### config.mk
export PLATFORM = sky130hd
export DESIGN_NAME = load_miss_controller
export DESIGN_NICKNAME = d
export VERILOG_FILES = /design/src/rtl/load_miss_controller.sv
export SDC_FILE = /design/constraint.sdc
export NUM_CORES = 1
export LEC_CHECK = 0
export CORE_AREA = 2 2 125 127
export DETAILED_ROUTE_END_ITERATION = 6
export DIE_AREA = 0 0 127 129
export GPL_TIMING_DRIVEN = 0
export PLACE_DENSITY = 0.8
export SLEW_MARGIN = 5
export SYNTH_ARGS = -nofsm -noshare
export SYNTH_HDL_FRONTEND = slang
export SYNTH_SLANG_ARGS = --single-unit
### constraint.sdc
create_clock -name clk_i -period 2.6 [get_ports clk_i]
set_clock_uncertainty 0.2 [all_clocks]
set_input_delay 0.52 -clock clk_i [delete_from_list [all_inputs] [get_ports clk_i]]
set_output_delay 0.52 -clock clk_i [all_outputs]
set_load 0.02 [all_outputs]
### src/rtl/load_miss_controller.sv
// load_miss_controller: data-cache load controller with write-back eviction and critical-word-first fill
module load_miss_controller #(
  parameter int OFFSET = 2,
  parameter int INDEX = 12,
  parameter bit WRITE_BACK = 1'b1,
  parameter bit CRITICAL_FIRST = 1'b1,
  localparam int TAG = 30 - INDEX - OFFSET
) (
  input  logic           clk_i,
  input  logic           rst_i,
  input  logic           invalidate_i,
  input  logic           request_i,
  input  logic [31:0]    address_i,
  output logic           ready_o,
  output logic [31:0]    data_o,
  output logic           valid_o,
  output logic           mem_ld_request_o,
  output logic [31:0]    mem_ld_address_o,
  input  logic           mem_ld_ready_i,
  input  logic           mem_ld_valid_i,
  input  logic [31:0]    mem_ld_data_i,
  output logic           mem_st_request_o,
  output logic [31:0]    mem_st_address_o,
  output logic [31:0]    mem_st_data_o,
  input  logic           mem_st_ready_i,
  input  logic           cache_hit_i,
  input  logic           cache_dirty_i,
  input  logic [TAG-1:0] cache_tag_i,
  output logic [31:0]    cache_address_o,
  output logic [1:0]     cache_read_o,
  output logic [1:0]     cache_write_o,
  input  logic [31:0]    cache_data_i,
  output logic [31:0]    cache_data_o,
  output logic           cache_valid_o,
  output logic           cache_dirty_o
);
  localparam int BW = 2 ** OFFSET;
  typedef enum logic [2:0] {IDLE, LOOKUP, EVICT_RD, EVICT_WR, FILL} state_t;
  state_t state;
  logic [31:0] addr_q, evict_a, fill_a;
  logic [TAG-1:0] vtag_q, tag;
  logic [INDEX-1:0] index;
  logic [OFFSET-1:0] w, s_q, v_q, rq_w, rs_w;
  logic [OFFSET:0] rq_q, rs_q;
  logic inv_q, inv, ld_fire, st_fire, rs_last, hit_v, fill_v;
  always_comb begin
    tag = addr_q[31:32-TAG];
    index = addr_q[OFFSET+INDEX+1:OFFSET+2];
    w = addr_q[OFFSET+1:2];
    rq_w = s_q + rq_q[OFFSET-1:0];
    rs_w = s_q + rs_q[OFFSET-1:0];
    evict_a = {vtag_q, index, v_q, 2'b00};
    fill_a = {tag, index, rs_w, 2'b00};
    inv = inv_q | invalidate_i;
    rs_last = rs_q == (OFFSET+1)'(BW - 1);
    hit_v = state == LOOKUP && cache_hit_i && !inv;
    fill_v = state == FILL && mem_ld_valid_i && rs_w == w && !inv;
    ready_o = state == IDLE;
    valid_o = hit_v | fill_v;
    data_o = hit_v ? cache_data_i : fill_v ? mem_ld_data_i : '0;
    mem_ld_request_o = state == FILL && !rq_q[OFFSET];
    mem_ld_address_o = {tag, index, rq_w, 2'b00};
    ld_fire = mem_ld_request_o & mem_ld_ready_i;
    mem_st_request_o = WRITE_BACK && state == EVICT_WR;
    mem_st_address_o = WRITE_BACK ? evict_a : '0;
    mem_st_data_o = mem_st_request_o ? cache_data_i : '0;
    st_fire = mem_st_request_o & mem_st_ready_i;
    cache_address_o = state == IDLE ? address_i : state == LOOKUP ? addr_q : state == FILL ? fill_a : evict_a;
    cache_read_o = state == IDLE ? {2{request_i & ~invalidate_i}} :
                   (state == EVICT_RD || state == EVICT_WR) ? 2'b01 : 2'b00;
    cache_write_o = state == FILL && mem_ld_valid_i ? {rs_q == '0, 1'b1} : 2'b00;
    cache_data_o = cache_write_o[0] ? mem_ld_data_i : '0;
    cache_valid_o = cache_write_o[1];
    cache_dirty_o = 1'b0;
  end
  always_ff @(posedge clk_i)
    if (rst_i) begin
      state <= IDLE;
      addr_q <= '0;
      vtag_q <= '0;
      s_q <= '0;
      v_q <= '0;
      rq_q <= '0;
      rs_q <= '0;
      inv_q <= 1'b0;
    end else begin
      assert (!mem_ld_valid_i || (state == FILL && rs_q < rq_q));
      inv_q <= state != IDLE && inv;
      rq_q <= state == FILL ? rq_q + (OFFSET+1)'(ld_fire) : '0;
      rs_q <= state == FILL ? rs_q + (OFFSET+1)'(mem_ld_valid_i) : '0;
      case (state)
        IDLE: if (request_i && !invalidate_i) begin
          addr_q <= address_i;
          state <= LOOKUP;
        end
        LOOKUP: begin
          s_q <= CRITICAL_FIRST ? w : '0;
          vtag_q <= cache_tag_i;
          v_q <= '0;
          state <= inv || cache_hit_i ? IDLE : WRITE_BACK && cache_dirty_i ? EVICT_RD : FILL;
        end
        EVICT_RD: state <= EVICT_WR;
        EVICT_WR: if (st_fire) begin
          v_q <= v_q + OFFSET'(1);
          state <= v_q != '1 ? EVICT_RD : inv ? IDLE : FILL;
        end
        FILL: if (mem_ld_valid_i && rs_last) state <= IDLE;
        default: state <= IDLE;
      endcase
    end
endmodule
# Word level (Yosys, flattened, before mapping)
# Index checks and enable logic that the tools add are counted.
dict set report totals {
  ram_bits 0
  regBits 62
  word_cells 72
  romBits 0
  memories 0
  latch_bits 0
}
dict set report op_classes {
  n_lt_le_gt_ge 0
  n_shift 0
  n_mux 20
  div_mod_pow 0
  bitwise 7
  n_reduce_logical 22
  addsub 5
  eq_ne 10
  n_mul 0
}
# op count
set op_table {}
lappend op_table {{two-way mux 32 bit} 7}
lappend op_table {{two-way mux 3 bit} 7}
lappend op_table {{one-hot mux 3 bit (5 select lines)} 1}
lappend op_table {{== test 3 x 2 -> 1 bit, second input constant} 3}
lappend op_table {{logical AND 1 bit} 9}
lappend op_table {{adder 3 x 1 -> 3 bit} 2}
lappend op_table {{zero test 3 bit} 2}
lappend op_table {{two-way mux 2 bit} 3}
lappend op_table {{!= test 2 x 1 -> 1 bit, second input constant} 3}
lappend op_table {{adder 2 bit} 2}
lappend op_table {{one-hot mux 2 bit (2 select lines)} 1}
lappend op_table {{AND reduction 2 bit} 2}
lappend op_table {{AND 1 bit} 3}
lappend op_table {{== test 3 x 1 -> 1 bit, second input constant} 1}
lappend op_table {{== test 3 bit, second input constant} 1}
lappend op_table {{zero test 1 bit} 3}
lappend op_table {{AND reduction 3 bit} 1}
lappend op_table {{nonzero test 3 bit} 1}
lappend op_table {{adder 2 x 1 -> 2 bit, second input constant} 1}
lappend op_table {{== test 2 bit} 1}
lappend op_table {{logical OR 1 bit} 2}
lappend op_table {{!= test 2 bit, second input constant} 1}
lappend op_table {{NOT 1 bit} 2}
lappend op_table {{bitwise OR 1 bit} 2}
lappend op_table {{3 further kinds} 3}

# Longest topological paths before layout
dict set report logic_depth {
  word_depth 6
  depth_mapped 9
  mapped_depth_nobuf 8
}

# Worst setup path after synthesis
# No wires, ideal clock.
dict set report synth_timing {
  path_kind {register to output}
  from {reg state[1]}
  to {out cache_write_o[1]}
  setup_slack_ns 0.021
  arrival_ns 1.859
  path_stages_with_launch 6
  cell_sequence {dfxtp_1 -> buf_2 -> nor2_1 -> nand3_1 -> nor4_1 -> buf_4}
}
dict set report synth_via {
  elab_chain_cells 3
}
# element line_no
set synth_rtl {}
lappend synth_rtl {{start: declaration} 39} ;# state_t state;
lappend synth_rtl {{start signal: assignment} 100} ;# state <= inv || cache_hit_i ? IDLE : WRITE_BACK && cache_dirty_i ? EVICT_RD : FILL;
lappend synth_rtl {{start signal: assignment} 105} ;# state <= v_q != '1 ? EVICT_RD : inv ? IDLE : FILL;
lappend synth_rtl {{== test 3 bit} 71} ;# cache_write_o = state == FILL && mem_ld_valid_i ? {rs_q == '0, 1'b1} : 2'b00;
lappend synth_rtl {{logical AND 1 bit} 71}
lappend synth_rtl {{two-way mux 2 bit} 71}
lappend synth_rtl {{end: declaration} 31} ;# output logic [1:0] cache_write_o,
# Every way passes these cells.

# Final worst setup path
dict set report layout_timing {
  from {reg s_q[1]}
  to {out data_o[12]}
}
dict set report layout_via {
  elab_chain_cells 6
}
# element line_no
set layout_rtl {}
lappend layout_rtl {{start: declaration} 43} ;# logic [OFFSET-1:0] w, s_q, v_q, rq_w, rs_w;
lappend layout_rtl {{start signal: assignment} 97} ;# s_q <= CRITICAL_FIRST ? w : '0;
lappend layout_rtl {{adder 2 bit} 51} ;# rs_w = s_q + rs_q[OFFSET-1:0];
lappend layout_rtl {{== test 2 bit} 57} ;# fill_v = state == FILL && mem_ld_valid_i && rs_w == w && !inv;
lappend layout_rtl {{logical AND 1 bit (2 in series)} 57}
lappend layout_rtl {{two-way mux 32 bit (2 in series)} 60} ;# data_o = hit_v ? cache_data_i : fill_v ? mem_ld_data_i : '0;
lappend layout_rtl {{end: declaration} 15} ;# output logic [31:0] data_o,
# Every way passes these cells.

==> impl_results.md <==
- Outcome: finished, violations left
- Failing checks: setup timing
- VDD IR-drop max: approximately 370 uV
- Comb pwr share: 27.1%
- DRT antenna net count: 0
- Worst skew pair latency: 0.32 ns
- Crit-path max FO: 8
- Core Region: 0.0150 mm^2
- CTS tree: built
- Area occupied by multi-input gates: approximately 0.0026 mm^2
- RR Endpoint: rq_q[2]
- Max cap viols: 0
- Leakage power: between 3 and 4 nW
- Worst setup path endpoint: data_o[12]
- Post-DP HPWL: 14500 um
- Via Count: around 5400
- Final Cell Area: 0.00841 mm^2
- Flop2flop setup slack: 0.53 ns
- GRT overflow: 0
- Syn. warnings: 0
- Drt initial violations: 305
- Worst-case reg-to-reg path depth: 10
- Min-delay worst type: flop to flop
- Fmax: 354 MHz
- CTS Sinks: 62
- Setup TNS: -5.79 ns
- Root buffer cell: clkbuf_16
- Post-synthesis mux area share: 4.11%
- Arr. time, crit path: approximately 2.1 ns
- Final setup fails: 32
- Fillers: 1389
- Tot GR Track Use: 21.2%
- Initial Utilization: roughly 28%
- DRC Markers: 0
- NumNets Final: 1109
- Syn Area/Cell: roughly 6.6 um^2
- RSZ-0062 raised after global routing: true
- Seq. cell area: 0.00126 mm^2
- Vias in the first global route: 4948
- Die Span Y: 129 um
- Worst path required time: ~1.9 ns
- Number of flops mapped to enable cells by yosys: 0
- Inserted Diodes: 0
- Largest family of logic cells by synthesized area: simple AND/OR/NAND/NOR gates
- Hold_buf cts: 0
- Setup crit start: s_q[1]
- Pint: 2.18 mW
- Hold WS: about 0.25 ns
- Synthesized area: 0.00417 mm^2
- Setup WS post-layout: -0.222 ns
- CP Capture Type: primary output
- Unique masters post-synth: 46
- Synth Flop Type: dfxtp_1
- Synth-to-Final Area Change: 102%
- Commonest non-fill, non-tap cells in the layout: nand2_1 (218), clkdlybuf4s50_1 (177), buf_4 (81)
- Synthesized netlist cell count: 629
- Clock transition at path regs: 0.05 ns
- Total power divided by cell area: 363 mW/mm^2
- Synth async-reset ratio: 0%
- Global placement routability congestion: 0.856
- Slew margin rel.: 59.7%
- Area of the die: 0.0164 mm^2
- Dpl cell area: 0.00759 mm^2
- H-tree levels: 3
- Final max-slew violation count: 0
- Global-route wire length before repair: 27500 um
- Die W: 127 um
- Ports: 323
- Share of cells above drive strength 1: about 28%
- Clock power frac: 39.9%
- Register share of total power: between 30% and 40%
- Final Hold Viols: 0
- Deepest clock path buffer count: 2
- Startpoint types: flop
- R2R Path Start: state[1]
- Tcrit/Tclk final: 109%
- CP Class: flop to primary output
- CTS buffer count: 9
- Initial antenna violation count: 0
- Register area share after synthesis: just under 30%
- Synthesis-stage register bit count: 62
- Crit path time final: 2.82 ns
- DRT Pass-1 Iters: 5
- Psw: 0.868 mW
- Actual slew at the worst max-slew pin: 0.604 ns
- Adder-cell area share of the yosys netlist: about 2.1%
- Routed WL per cell: 16.4 um
- Port Buf Inserts: 317
- Compound-cell area share of the yosys netlist: 15.0%
- Vias per inst: 4.56
- Fin util: a little under three fifths
- Synth Area in XOR/XNOR: around 2.0%
- Num rows: 45
- Post-Synth Simple-Gate Area: 30.2%
- Drt total wl: slightly below 20000 um
- Setup WS pre-CTS: -1.01 ns
- Most common cell after layout, fill and taps aside: nand2_1
- Largest net degree at the start of global routing: 12
- Sw Ratio: 28.5%
power by group through the flow:
stage          clock network, mW  logic [mW]  registers [mW]
6_report                    1.22       0.826            1.01
5_1_grt                     1.27       0.878            1.01
4_1_cts                     1.23       0.774            1.01
3_5_place_dp                   0       0.750            1.03
3_3_place_gp                   0       0.745            1.03
2_1_floorplan                  0       0.321            1.04
final cells by class:
type / instances / share of cell area (%)
plain buffers: 85 / 8.21
clock buffers: 10 / 2.84
clock inverters: 6 / 0.729
inverters: 38 / 1.85
multi-input cells: 446 / 31.0
flip-flops and latches: 62 / 15.0
well taps: 188 / 2.80
repair buffers: 339 / 37.6
synth_stat cells, types with 2 or more instances:
library cell	number	area, um^2
nand2_1	223	837
dfxtp_1	62	1240
buf_4	47	353
nor2_1	7	26.3
ha_1	7	87.6
buf_6	4	45.0
and2_1	37	231
o21ai_0	8	40.0
inv_1	35	131
nor3_1	4	20.0
inv_2	2	7.51
a21boi_0	2	15.0
mux2i_1	16	160
a22o_1	2	17.5
o21ai_1	42	210
a21oi_1	56	280
buf_2	14	70.1
nor2b_1	3	18.8
nand3_1	2	10.0
xnor2_1	7	61.3
buf_1	2	7.51
clkbuf_1	20	75.1
a22oi_1	2	15.0
or2_1	2	12.5
nand2b_1	2	12.5
through the flow:
stage / cells / power [mW]
6_report: 1174 / 3.05
5_1_grt: 1174 / 3.16
4_1_cts: 1164 / 3.02
3_5_place_dp: 1138 / 1.78
3_3_place_gp: 1138 / 1.78
2_1_floorplan: 633 / 1.36
worst max-delay path, cell delays in order (launching register included):
cell and delay [ns]:
dfxtp_4 0.34, xnor3_2 0.44, xnor2_2 0.17, or2_4 0.35, clkbuf_16 0.20, o21ai_2 0.14
buf_6 0.14
cells by family after synthesis:
kind of cell | count (synthesis)
buf+inv | 125
fa+ha+maj | 7
mux | 17
simple gates | 291
other cells | 1
flops | 62
xor+xnor | 8
compound gates | 118
what timing repair did:
item | CTS | global route
pin swaps | 8 | 4
hold endpoints to repair | 0 | 0
resized for setup | 533 | 115
setup endpoints to repair | 138 | 99
buffers inserted | 10 | 8
cloned | 1 | 3
state kept, by name (all words and copies together), names as in the netlist:
| name | count |
|---|---|
| v_q | 2 |
| inv_q | 1 |
| state | 3 |
| vtag_q | 16 |
| rs_q | 3 |
| rq_q | 3 |
| addr_q | 32 |
| s_q | 2 |
worst min-delay path by stage:
stage | startpoint | to | slack, ns | cells past startpoint
floorplan | addr_q[0] | addr_q[0] | 0.24 | 2
global placement | addr_q[1] | addr_q[1] | 0.24 | 2
detailed placement | addr_q[1] | addr_q[1] | 0.25 | 2
CTS | addr_q[1] | addr_q[1] | 0.26 | 2
global route | vtag_q[7] | vtag_q[7] | 0.30 | 2
finish | addr_q[1] | addr_q[1] | 0.25 | 2
metal layers:
metal	track usage, %	vias to the layer above	routed length (um)
li1	-	2667	-
met1	27.8	2469	8350
met2	34.9	198	9230
met3	5.82	25	1380
met4	4.85	0	279
met5	0	-	0
(Power assumes the default switching activity.)
==> edit: new RTL, same settings <==
The 5 states of `state_t` get a one-hot encoding in 5 bits.
--- a/src/rtl/load_miss_controller.sv
+++ b/src/rtl/load_miss_controller.sv
@@ -35,7 +35,7 @@
   output logic           cache_dirty_o
 );
   localparam int BW = 2 ** OFFSET;
-  typedef enum logic [2:0] {IDLE, LOOKUP, EVICT_RD, EVICT_WR, FILL} state_t;
+  typedef enum logic [4:0] {IDLE = 5'b00001, LOOKUP = 5'b00010, EVICT_RD = 5'b00100, EVICT_WR = 5'b01000, FILL = 5'b10000} state_t;
   state_t state;
   logic [31:0] addr_q, evict_a, fill_a;
   logic [TAG-1:0] vtag_q, tag;
Function: no difference found for any inputs over 4 cycles, from zero or initial values and one cycle with rst_i high; so few cycles prove little.
==> edit against the unedited design <==
- the run still ends with setup timing left
- setup slack got worse by 0.094 ns
- routed wire length rose by 4.6%
- design area increased by 5.7%
- sequential cell count rose by 2
- count of clock-buffer cells in the layout did not move
- total power is 0.83% higher
- area after synthesis increased by 2.3%
- largest power group unchanged
- worst hold slack better by 0.016 ns
- largest cell class unchanged
==> edit: results (changes against the unedited design) <==
Worst Slack Setup Final=-0.315 ns (-0.0938 ns); Comb power=856 uW (+3.6%); metal3 WL=1.77 mm (+29%); setup TNS=-10.74 ns (-4.95 ns); DP HPWL=14.2 mm (-1.9%); part of the power in combinational logic=27.8% (+0.7 points); area of the multi-input gates=0.00271 sq mm (+3.9%); Regs by FF count=addr_q x32, vtag_q x16, state x5; # setup viols final=57 (+78%); share of cells above drive strength 1=37.5% (+9.8 points); synthesis-stage register bit count=64 (+3.2%); top post-synthesis cells by area=dfxtp_1 30%, nand2_1 11%, buf_4 8.5%, a22o_1 7.0%, a21oi_1 6.2%; GPL Wtd Cong=0.876 (+2.3%); GRT met2 Usage=40.7% (+5.8 points); status=finished with violations; Via density=4.85 (+6.1%); drt total wl=20.1 mm (+4.6%); fin nets=1,059 (-4.5%); Peak supply drop=0.350 mV (-4.6%); vias in the first global route=5,299 (+7.1%); failing checks=setup timing; met2 WL=10.4 mm (+13%); cell-internal power=2.22 mW (+1.8%); Inverters=7 (-82%); critical path fanouts, max=5 (-3); met1 WL=7.55 mm (-9.6%); mean routed wirelength per cell=17.9 um (+9.4%); DR iter-0 viols=332 (+8.9%); FILL cells=1,277 (-8.1%); CP arrival=2.20 ns (+0.10 ns); port bufs=316 (-0.32%); register area share after synthesis=30.0% (+0.28 points); GR Util met3=7.69% (+1.9 points); Sequential Power Share=33.5% (+0.4 points); mux share of post-synthesis cell area=7.16% (+3.0 points); Global Route met1 Usage=24.6% (-3.2 points); Post-DP Area=0.00768 sq mm (+1.1%); Non-clock buffer share=48.4% (+2.6 points); Synth cell types=48 (+4.3%); Tot GR Track Use=22.5% (+1.3 points); top post-synthesis cells by count=122 x nand2_1, 64 x dfxtp_1, 53 x a21oi_1; Synth Area in Compound Gates=17.9% (+2.9 points)
==> edit: timing repair <==
item	4_1_cts	5_1_grt
setup endpoints to repair	137	116
pin swaps	39	28
gates resized for setup	733	195
buffers inserted	29	19
endpoints found under the hold margin	0	0
cloned	5	5
==> edit: cells by family (layout without fill, tap and decap cells) <==
group | count (synthesis) | after routing
XOR/XNOR | 8 | 8
buffers and inverters | 95 | 473
adder cells (fa/ha/maj) | 7 | 7
AND/OR/NAND/NOR | 231 | 231
flip-flops | 64 | 64
multiplexers | 29 | 29
other | 1 | 5
AO/OA/AOI/OAI | 118 | 118
==> edit: path summary, 6_finish.rpt <==
kind              slack, ns       from         to  depth (start not counted)
setup / recovery      -0.32     s_q[0]  data_o[1]                          8
hold / removal         0.27  vtag_q[3]  vtag_q[3]                          2
setup reg to reg       0.52   state[0]  addr_q[3]                         10
hold reg to reg        0.27  vtag_q[3]  vtag_q[3]                          2
